### src/rtl/pulse_counter.sv
// Free-running COUNT-bit up-counter emitting a one-cycle registered strobe on each
// all-ones -> zero wrap; serves as a tick/period generator and divider strobe source.
module pulse_counter #(
  parameter int unsigned COUNT = 4
) (
  input  logic clk,
  input  logic reset,
  output logic out_pulse
);

  localparam logic [COUNT-1:0] TERMINAL = '1;

  // Declaration initialisers give a defined start even if reset is never asserted.
  logic [COUNT-1:0] cnt     = '0;
  logic             pulse_q = 1'b0;

  logic [COUNT-1:0] cnt_d;
  logic             pulse_d;

  always_comb begin
    cnt_d   = cnt + 1'b1;
    pulse_d = (cnt == TERMINAL);
  end

  always_ff @(posedge clk) begin
    if (reset) begin
      cnt     <= '0;
      pulse_q <= 1'b0;
    end else begin
      cnt     <= cnt_d;
      pulse_q <= pulse_d;
    end
  end

  assign out_pulse = pulse_q;

endmodule

### config.mk
export PLATFORM = sky130hd
export DESIGN_NAME = pulse_counter
export DESIGN_NICKNAME = d
export VERILOG_FILES = /design/src/rtl/pulse_counter.sv
export SDC_FILE = /design/constraint.sdc
export NUM_CORES = 1
export LEC_CHECK = 0
export CORE_AREA = 2 2 39 41
export CTS_CLUSTER_DIAMETER = 100
export CTS_CLUSTER_SIZE = 25
export DETAILED_ROUTE_END_ITERATION = 10
export DIE_AREA = 0 0 41 43
export PLACE_DENSITY = 0.3
export RECOVER_POWER = 25
export SLEW_MARGIN = 20
export SYNTH_ARGS = -nofsm -noshare
export SYNTH_HDL_FRONTEND = slang
export SYNTH_SLANG_ARGS = --single-unit
### constraint.sdc
create_clock -name clk -period 1.1 [get_ports clk]
set_input_delay 0.165 -clock clk [delete_from_list [all_inputs] [get_ports clk]]
set_output_delay 0.165 -clock clk [all_outputs]
set_load 0.02 [all_outputs]
==> flow_summary.ini <==
[setup_path]
path_cells = dlygate4sd2_1
cp-end-kind = primary output
path_delay_family = buffers and inverters
timing.rr.end = cnt[3]$_SDFF_PP0_
cp.arrival_ps = 850
cp.buffers_inverters = 1
r2r_slack_ps = 230
cp_slowest_cell = dlygate4sd2_1
critPathMaxFanout = 1
cpPeakStageDelay_ps = 320
r2r_start = cnt[2]$_SDFF_PP0_
critPathRequiredTime_ps = 940
worst_r2r_path_depth = 2
start_kind = register
critPathKind = reg2out

[synthesis]
syn_inst = 15
synth_edf_count = 0
synth_most_common_cell = dfxtp_1
synth.ff_latch_count = 5
synthTopCellsByArea = dfxtp_1, mux2_4, ha_1, nor2b_1, and4b_2
synthArstFlopShare_pct = 0
synth_top_cell_by_area = dfxtp_1
synth_top_area_share_pct = 56.7
ys.flop_type = dfxtp_1
yosysUniqueCellTypes = 8
yosys_warnings = 0
synthTopCellsByCount = dfxtp_1, nor2_1, nor2b_1
yosysSeqAreaShare_pct = 56.7
syn_area_um2 = 176
synth_fp_nets = 18
postSynthAreaPerCell_um2 = 11.8

[global_route]
grt_pass1_vias = 128
grt_pass1_wl_um = 483
grt_usage_pct = 4.92
grt_remaining_overflow = 0
grt_max_degree = 6
antenna_found_initial = 0

[routing]
routed_via_density = 3.26
vias = 124
drc = 0
postRouteAntennaNets = 0
drt_wl_total_um = 249
drt_iter0_drc = 1
drt-pass1-iter-count = 5
wl_per_cell_um = 6.55

[floorplanning]
core_um2 = 1380
die_h_um = 43
die_x_um = 41
start_util_pct = 12.7
io_pins = 3
dieArea_um2 = 1760
num_rows = 14

[worst_hold_path]
min_delay_path_depth = 1
min_to = cnt[0]$_SDFF_PP0_
min_from = cnt[0]$_SDFF_PP0_
hold_path.class = reg2reg

[final_layout]
diodes = 0
fin_nets = 26
fillers = 151
seqCellArea_um2 = 100
multi_input_area_um2 = 76.3
drive_gt1_share_pct = 27.3
syn_to_final_growth_pct = 41.1
fin_area_um2 = 249
final_cells = 38

[timing]
holdWs_ps = 447
tightest_slew_ps = 202
timing.final.hold_violations = 0
min_period_ps = 1020
period_share_pct = 92.5
setup_viol = 0
max_freq_mhz = 982
finClkSkew_ps = 4.85
rsz0062_at_grt = false
slew_violations = 0
setup_tns_ps = 0
slew_headroom_pct = 86.6

[power]
p_leak_uw = 0.000109
power-per-cell-area_nw_per_um2 = 1710
ir_drop_v = 0.000498

[clocking]
cts_tree = done
cts.path.max_buffers = 2
clk_pin_slew_ps = 40
clockRootBuffer = clkbuf_4
post_cts_buffers = 0
htreeDepth = 1
hold_buffers = 0
ctsResizeCount = 1
clock_latency_ps = 240
cts_buffers = 3
cts.sinks = 5

[place]
post_dp_cell_area_um2 = 224
dp_cells = 34
gp_congestion = 0.647
io_buffers = 2

[job]
cap_violations = 0

[outcome]
status = finished, final reports clean
## stage by stage
| step | setup WS (ps) | power, uW | util [%] |
|---|---|---|---|
| after floorplan | 266 | 213 | - |
| after global placement | -48.1 | 224 | 16.2 |
| after detailed placement | -54.9 | 225 | 16.2 |
| after CTS | 64.5 | 439 | 18.0 |
| after global routing | 39.7 | 462 | 18.0 |
| final | 82.0 | 426 | 18.0 |
## cell families after synthesis
group                    Yosys count  synth area share, %
AND/OR/NAND/NOR                    7                 22.7
multiplexers                       1                 8.51
flip-flops                         5                 56.7
XOR/XNOR                           1                 4.97
adder cells (fa/ha/maj)            1                 7.09
## how the worst max path moves through the flow
stage                                    start                 to  slack (ps)  cells past startpoint
after global placement                   reset  cnt[3]$_SDFF_PP0_         -50                      3
after detailed placement                 reset  cnt[3]$_SDFF_PP0_         -50                      3
final                     out_pulse$_SDFF_PP0_          out_pulse          80                      1
after CTS                 out_pulse$_SDFF_PP0_          out_pulse          60                      1
after floorplan              cnt[2]$_SDFF_PP0_  cnt[3]$_SDFF_PP0_         270                      2
after global routing      out_pulse$_SDFF_PP0_          out_pulse          40                      1
## metal layers
| layer | vias to the layer above | global-route usage [%] | share of wire, % |
|---|---|---|---|
| li1 | 65 | - | - |
| met1 | 54 | 5.14 | 47 |
| met2 | 5 | 4.69 | 43 |
| met3 | 0 | 6.28 | 9.2 |
| met4 | 0 | 4.00 | 0 |
| met5 | - | 0 | 0 |
## cells in the final DEF, fill, tap and decap left out, drive strengths merged
cell type and instances:
mux2 1, dfxtp 5, clkbuf 4, dlygate4sd3 1
nor2 3, xnor2 1, ha 1, buf 1
dlygate4sd2 1, nand3 1, and4b 1, nor2b 2
## sequential cells by signal (all words and copies together) (netlist names)
| signal | flops |
|---|---|
| out_pulse | 1 |
| cnt | 4 |
## report_power, final
group | leakage, uW | internal (uW) | switching (uW)
Sequential | 0.0000409 | 192 | 6.09
Combinational | 0.0000536 | 13.9 | 8.54
Clock | 0.0000150 | 137 | 69.2
Total | 0.000109 | 342 | 83.9
## cell type report
type                            instances  area share (%)
Sequential cell                         5            40.2
Tap cell                               16            8.04
Clock buffer                            4            10.6
Multi-Input combinational cell         10            30.7
Timing Repair Buffer                    3            10.6
(Power assumes the default switching activity.)
